## config.mk

```make
export PLATFORM = sky130hd
export DESIGN_NAME = pipe_perf_monitor
export DESIGN_NICKNAME = d
export VERILOG_FILES = /design/src/rtl/perf_pkg.sv /design/src/rtl/sat_counter.sv /design/src/rtl/pipe_perf_monitor.sv
export SDC_FILE = /design/constraint.sdc
export NUM_CORES = 1
export LEC_CHECK = 0
export ABC_CLOCK_PERIOD_IN_PS = 3050
export BUFFER_PORTS_ARGS = -buffer_cell sky130_fd_sc_hd__buf_4
export CAP_MARGIN = 20
export CORE_ASPECT_RATIO = 1.5
export CORE_MARGIN = 2
export CORE_UTILIZATION = 50
export CTS_CLUSTER_SIZE = 25
export DETAILED_ROUTE_END_ITERATION = 10
export PLACE_DENSITY = 0.78
export REMOVE_ABC_BUFFERS = 1
export SLEW_MARGIN = 20
export SYNTH_ARGS = -nofsm -noshare
export SYNTH_HDL_FRONTEND = slang
export SYNTH_SLANG_ARGS = --single-unit
```

## constraint.sdc

```tcl
create_clock -name clk_i -period 3.05 [get_ports clk_i]
set_clock_uncertainty 0.15 [all_clocks]
set_input_delay 0.305 -clock clk_i [delete_from_list [all_inputs] [get_ports clk_i]]
set_output_delay 0.305 -clock clk_i [all_outputs]
set_load 0.02 [all_outputs]
```

## src/rtl/perf_pkg.sv

```systemverilog
// rtl/perf_pkg.sv - shared constants for the pipeline performance monitor
//
// Purpose: FSM state encoding and shadow readout index constants shared by
//          pipe_perf_monitor and its testbench.
// Ports:   none (package).
package perf_pkg;

  // Each non-idle state owns one flop bit, so running_o and halt_o can be
  // taken straight from a register with no decode logic behind them.
  localparam logic [1:0] ST_IDLE   = 2'b00;
  localparam logic [1:0] ST_RUN    = 2'b01;
  localparam logic [1:0] ST_HALTED = 2'b10;

  // Readout / live bank layout: entry 0 is the cycle count, event k sits at
  // SEL_EVT_BASE + k.
  localparam int SEL_CYCLE    = 0;
  localparam int SEL_EVT_BASE = 1;

endpackage

```

## src/rtl/sat_counter.sv

```systemverilog
// rtl/sat_counter.sv - W-bit saturating up-counter with clear and enable
//
// Purpose: counts enabled cycles and sticks at all-ones instead of wrapping.
// Ports:
//   clk_i  - rising-edge clock
//   rst_i  - synchronous active-high reset (to zero)
//   clr_i  - synchronous clear (to zero), same effect as reset
//   en_i   - count enable, one increment per high cycle
//   cnt_o  - current count
module sat_counter #(
  parameter int W = 32
) (
  input  logic         clk_i,
  input  logic         rst_i,
  input  logic         clr_i,
  input  logic         en_i,
  output logic [W-1:0] cnt_o
);

  always_ff @(posedge clk_i) begin
    if (rst_i || clr_i) begin
      cnt_o <= '0;
    end else if (en_i && (cnt_o != {W{1'b1}})) begin
      cnt_o <= cnt_o + W'(1);
    end
  end

endmodule

```

## src/rtl/pipe_perf_monitor.sv

```systemverilog
// rtl/pipe_perf_monitor.sv - pipeline event counters with snapshot readout
//
// Purpose: counts run cycles and per-channel pipeline events while in RUN,
//          halts after MAX_CYCLES run cycles (0 = never), and exposes a
//          snapshot (shadow) bank through a registered read port.
// Ports:
//   clk_i      - rising-edge clock
//   rst_i      - synchronous active-high reset
//   start_i    - level, IDLE -> RUN
//   clear_i    - pulse, zero live counters and return to IDLE
//   evt_i      - per-channel event strobes
//   snap_i     - pulse, copy live counters into shadow bank
//   rd_sel_i   - shadow select (0 = cycles, k = event k-1)
//   rd_data_o  - registered shadow readout
//   running_o  - high in RUN
//   halt_o     - high in HALTED
module pipe_perf_monitor
  import perf_pkg::*;
#(
  parameter int NUM_EVT    = 4,
  parameter int CNT_W      = 32,
  parameter int MAX_CYCLES = 70,
  parameter int SEL_W      = 3
) (
  input  logic               clk_i,
  input  logic               rst_i,
  input  logic               start_i,
  input  logic               clear_i,
  input  logic [NUM_EVT-1:0] evt_i,
  input  logic               snap_i,
  input  logic [SEL_W-1:0]   rd_sel_i,
  output logic [CNT_W-1:0]   rd_data_o,
  output logic               running_o,
  output logic               halt_o
);

  // Halt is decided on the edge where cycle_cnt goes from MAX_CYCLES-1 to
  // MAX_CYCLES; the compare is done 64 bits wide so a limit larger than the
  // counter can never alias onto a small count.
  localparam logic [63:0] LAST_CYC = (MAX_CYCLES > 0) ? 64'(MAX_CYCLES - 1) : 64'd0;

  logic [1:0]                     state_q;
  logic [1:0]                     state_d;
  logic                           run;
  logic                           last_cycle;
  logic [NUM_EVT:0][CNT_W-1:0]    live;
  logic [CNT_W-1:0]               shadow [NUM_EVT+1];
  logic [CNT_W-1:0]               rd_next;

  assign run        = (state_q == ST_RUN);
  assign last_cycle = (MAX_CYCLES != 0) && run &&
                      (64'(live[SEL_CYCLE]) == LAST_CYC);

  always_comb begin
    state_d = state_q;
    if (clear_i) begin
      state_d = ST_IDLE;
    end else begin
      case (state_q)
        ST_IDLE:   if (start_i) state_d = ST_RUN;
        ST_RUN:    if (last_cycle) state_d = ST_HALTED;
        ST_HALTED: state_d = ST_HALTED;
        default:   state_d = ST_IDLE;
      endcase
    end
  end

  always_ff @(posedge clk_i) begin
    if (rst_i) begin
      state_q <= ST_IDLE;
    end else begin
      state_q <= state_d;
    end
  end

  assign running_o = state_q[0];
  assign halt_o    = state_q[1];

  // The final RUN edge (into HALTED) still counts because enables key off
  // the registered state, not the next state.
  sat_counter #(.W(CNT_W)) u_cycle_cnt (
    .clk_i (clk_i),
    .rst_i (rst_i),
    .clr_i (clear_i),
    .en_i  (run),
    .cnt_o (live[SEL_CYCLE])
  );

  for (genvar k = 0; k < NUM_EVT; k++) begin : g_evt
    sat_counter #(.W(CNT_W)) u_evt_cnt (
      .clk_i (clk_i),
      .rst_i (rst_i),
      .clr_i (clear_i),
      .en_i  (run && evt_i[k]),
      .cnt_o (live[SEL_EVT_BASE+k])
    );
  end

  // Shadow takes the pre-increment live values; clear does not touch it, so
  // a same-cycle snap+clear keeps the values being cleared.
  always_ff @(posedge clk_i) begin
    if (rst_i) begin
      for (int i = 0; i <= NUM_EVT; i++) shadow[i] <= '0;
    end else if (snap_i) begin
      for (int i = 0; i <= NUM_EVT; i++) shadow[i] <= live[i];
    end
  end

  // Selects beyond the last event fall through to zero.
  always_comb begin
    rd_next = '0;
    for (int i = 0; i <= NUM_EVT; i++) begin
      if (rd_sel_i == SEL_W'(i)) rd_next = shadow[i];
    end
  end

  always_ff @(posedge clk_i) begin
    if (rst_i) begin
      rd_data_o <= '0;
    end else begin
      rd_data_o <= rd_next;
    end
  end

endmodule

```

* Yosys cells after proc, flatten, opt, wreduce, memory -nomap -nowiden *
Memory sizes are Yosys's and may differ from the RTL's.
Index checks and enable logic that the tools add are counted.

storage, ports and cells
  bits of input ports = 12
  logic and storage cells = 65
  bits in registers = 194
  bits in writable memories = 160
  output and inout bits = 34
  memories kept = 1

memory list
  name    words  bits a word  read ports  clocked after Yosys merged registers in  write ports  line                     RTL
  shadow  5      32           5           0                                        5            pipe_perf_monitor.sv:47  logic [CNT_W-1:0] shadow [NUM_EVT+1];

operators by class
  bitwise operators = 5
  eq/ne operators = 14
  reduce and logical (&&, ||, !) cells = 15
  add/sub/neg operators = 5
  mux-type cells = 18

operator list
  kind                                                                     number
  32-bit 2-to-1 mux                                                        10
  32-bit by 1-bit adder with 32-bit output, second input constant          5
  32-bit inequality test, second input constant                            5
  32-bit by 7-bit == test with 1-bit output, second input constant         1
  1-bit logical AND                                                        10
  3-bit by 2-bit == test with 1-bit output, second input constant          2
  2-bit one-hot mux with 3 select lines                                    1
  1-bit 2-to-1 mux                                                         5
  1-bit bitwise OR                                                         5
  2-bit 2-to-1 mux                                                         2
  3-bit by 1-bit == test with 1-bit output, second input constant          1
  3-bit == test, second input constant                                     1
  3-bit logical NOT                                                        1
  2-bit by 1-bit == test with 1-bit output, second input constant          1
  2-bit == test, second input constant                                     1
  2-bit logical NOT                                                        1
  2-bit by 1-bit inequality test with 1-bit output, second input constant  1
  2-bit inequality test, second input constant                             1
  2-bit AND reduction                                                      1
  2-bit OR reduction                                                       1
  1-bit logical OR                                                         1

* Longest topological paths before layout *
  word-level depth = 6
  depth in mapped cells = 8
  depth with buffers taken out = 7

* Modules after synthesis *
From an unflattened synthesis, not the netlist that was laid out.

second synthesis, totals
  cell total of the unflattened synthesis = 1,524
  area total of the unflattened synthesis = 16,578.4 µm²

by module, submodules not included
  module             cells each  sequential area each (µm²)  instances  area each (µm²)
  sat_counter        189         640.6                       5          1,681.6
  pipe_perf_monitor  579         5,485.3                     1          8,170.3

* Least setup slack after synthesis *
Ideal clock, no wire load.

  path type = input to register
  from = in rst_i
  to = mem shadow[0][0] (enable)
  setup slack = -90 ps
  data arrival time = 2,537 ps
  setup time = 453 ps
  stages on the path = 2
  required time = 2,447 ps
  path buffers = 1
  cells stage by stage = clkbuf_1 or2_2

RTL lines
  what         line                     RTL
  from (decl)  pipe_perf_monitor.sv:26  input logic rst_i,
  to (decl)    pipe_perf_monitor.sv:47

* Worst setup path in the final report *
  from = reg state_q[1]
  to = reg g_evt[1].u_evt_cnt.cnt_o[27]

between the ends
  longest elaborated chain between the ends = 3

RTL lines
  what                                      line                     RTL
  from (decl)                               pipe_perf_monitor.sv:42  logic [1:0] state_q;
  from (signal assigned)                    pipe_perf_monitor.sv:72  state_q <= state_d;
  2-bit by 1-bit == test with 1-bit output  pipe_perf_monitor.sv:50  assign run = (state_q == ST_RUN);
  1-bit logical AND                         pipe_perf_monitor.sv:94  .en_i (run && evt_i[k]),
  1-bit logical AND                         sat_counter.sv:23        end else if (en_i && (cnt_o != {W{1'b1}})) begin
  to (signal assigned)                      sat_counter.sv:24        cnt_o <= cnt_o + W'(1);
  to (decl)                                 sat_counter.sv:17        output logic [W-1:0] cnt_o

Every way passes these cells.
A chain may end at the register's enable or synchronous reset.

==> flow_summary.ini <==
[outcome]
outcome = completed

[clock_network]
htree_levels = 1
post_cts_buffers = 0
numCtsBuffers = 31
clock_latency_ps = 570
cts_num_sinks = 354
cts_resized = 0
cts_tree = yes
cts_root_buffer = clkbuf_16
cts_buffer_depth = 3
cts_hold_buf = 3
clk_pin_slew_ps = 70

[yosys]
yosysWarnings = 0
synth_cell_types = 61
synth_flop_cell = dfxtp_1
synth_most_common_cell = dfxtp_1
ys_seq_area_share_pct = 54.58
synthesis.area_um2 = 15920
synth_top_area_share_pct = 30.18
synth_edf_count = 160
synthTopCellsByArea = edfxtp_1 30%, dfxtp_1 24%, and2_1 6.4%
syn_area_per_cell_um2 = 10.73
synth_cells = 1484
async_flop_share_pct = 0
synth-seq-cells = 354
yosys-top-cells-count = 194 x dfxtp_1, 162 x and2_1, 160 x edfxtp_1
synth_area_leader_cell = edfxtp_1

[setup_path]
crit_type = reg -> reg
start_kind = flop
crit_required_ps = 3400
endpoint_kind = flop
critPathMaxFanout = 12
critPathArrivalTime_ps = 3090

[sta]
fmax_ghz = 0.3644
grt_setup_unrepaired = no
hold_viol_final = 0
hold_slack_ps = 105.4
slew_headroom_pct = 41.38
finalMaxSlewViolations = 0
period_share_pct = 89.97
tightest_slew_ps = 872.6
min_period_ps = 2744
setup_viol = 0

[global_route]
grt_antenna_before_repair = 0
grt_use_total_pct = 23.34
grt_pass1_wl_um = 61860
grt_pass1_vias = 11640
grt_max_degree = 161
grt_remaining_overflow = 0

[placed_design]
gp_congestion = 0.8984
dp_hpwl_um = 26320
io_buffers = 45

[detailed_routing]
wl_per_cell_um = 19.95
first_pass_iters = 5
routed_wl_um = 38720
drc = 0
first_iter_violations = 893
detail-route-antenna-nets = 0
num_vias = 11930
vias_per_cell = 6.144

[worst_hold_path]
worstHoldPathType = in -> reg

[power_and_ir_drop]
peakVddDrop_mv = 0.4222
power_switching_w = 0.002050
comb_power_share_pct = 4.5
power_frac_seq_pct = 54.7
p_int_w = 0.007295
swShare_pct = 21.94
power.share.clock_pct = 40.8
p_leak_nw = 6.001
power.density_nw_per_um2 = 526.8

[floorplan]
die_w_um = 149.7
dieHeight_um = 222.5
num_rows = 80
die_area_um2 = 33310
core-area_um2 = 31630
io_pins = 46
start_util_pct = 50.33

[final_layout]
diodes = 0
multiInputGateArea_um2 = 6813
fin_nets = 1527
register_area_um2 = 8688
area_growth_pct = 11.44
fill_cells = 2582
drive_above_1_share_pct = 11.89
post-route-util_pct = 56.09

[job]
maxCapViolCount = 0
-- cell usage in the layout, fill, tap and decap left out, drive strengths merged, types with 51 or more instances in the layout --
cell and count:
or3 71, o21ai 59, nand3 51, buf 77, edfxtp 160, nor2 106, a21oi 78, dfxtp 194
nand2 88, and2 162
-- critical path, stage by stage, from the launching register on --
cell and delay, ps:
dfxtp_1 310, inv_1 100, ha_1 450, nand2_1 230
nor2b_1 390, o2111ai_1 440, or3_1 450, a21oi_1 150
-- through the flow --
stage | power [W] | setup WS [ps] | setup TNS, ps | cell area, µm² | cells
floorplan | 0.005425 | -1188 | -190050 | 15550 | 1394
global placement | 0.005620 | 423.9 | 0 | 16750 | 1881
detailed placement | 0.005633 | 323.1 | 0 | 16750 | 1881
CTS | 0.009410 | 312.4 | 0 | 17740 | 1941
global route | 0.009611 | 78.22 | 0 | 17740 | 1941
finish | 0.009345 | 305.8 | 0 | 17740 | 1941
-- power groups by stage --
stage / clock (W) / sequential [W] / combinational, W
global placement: 0 / 0.00521 / 0.000410
detailed placement: 0 / 0.00521 / 0.000419
CTS: 0.00387 / 0.00511 / 0.000424
global route: 0.00404 / 0.00512 / 0.000453
finish: 0.00381 / 0.00511 / 0.000421
floorplan: 0 / 0.00523 / 0.000199
-- kinds of logic (layout without fill, tap and decap cells) --
family          count (synthesis)  count (layout)  share of synthesized area, %
mux                            50              50                         5.659
buf+inv                       111             158                         2.822
simple gates                  657             657                         23.24
xor+xnor                       45              45                         2.476
compound gates                259             259                         10.60
fa+ha+maj                       8               8                        0.6288
flops                         354             354                         54.58
-- layer usage --
layer	global-route usage [%]	up-vias	wire length (µm)
met3	2.218	112	1936
met4	13.79	0	2414
met5	0	-	0
met1	27.16	5821	14500
met2	41.31	409	19870
li1	-	5584	-
-- layout make-up --
cell class / instances / share of cell area [%]
multi-input combinational: 1019 / 38.40
inverter: 21 / 0.4443
clock buffer: 37 / 4.619
sequential: 354 / 48.97
clock inverter: 20 / 0.8181
timing repair buffer: 80 / 3.851
tap: 410 / 2.892
-- path summary, 6_finish.rpt --
kind                                               endpoint  cells past startpoint  slack [ps]                                 startpoint
setup / recovery  g_evt[1].u_evt_cnt.cnt_o[27]$_SDFFE_PP0P_                      7         310                    state_q[1]$_SDFFE_PP0P_
hold / removal           u_cycle_cnt.cnt_o[11]$_SDFFE_PP0P_                      3         110                                    clear_i
setup reg to reg  g_evt[1].u_evt_cnt.cnt_o[27]$_SDFFE_PP0P_                      7         310                    state_q[1]$_SDFFE_PP0P_
hold reg to reg   g_evt[3].u_evt_cnt.cnt_o[15]$_SDFFE_PP0P_                      2         330  g_evt[3].u_evt_cnt.cnt_o[15]$_SDFFE_PP0P_
-- sequential cells by signal, indices dropped and copies added (netlist names) --
register               cells
shadow                   160
u_cycle_cnt.cnt_o         32
state_q                    2
g_evt.u_evt_cnt.cnt_o    128
rd_data_o                 32
Note: power is estimated with default switching activity, not from simulation.
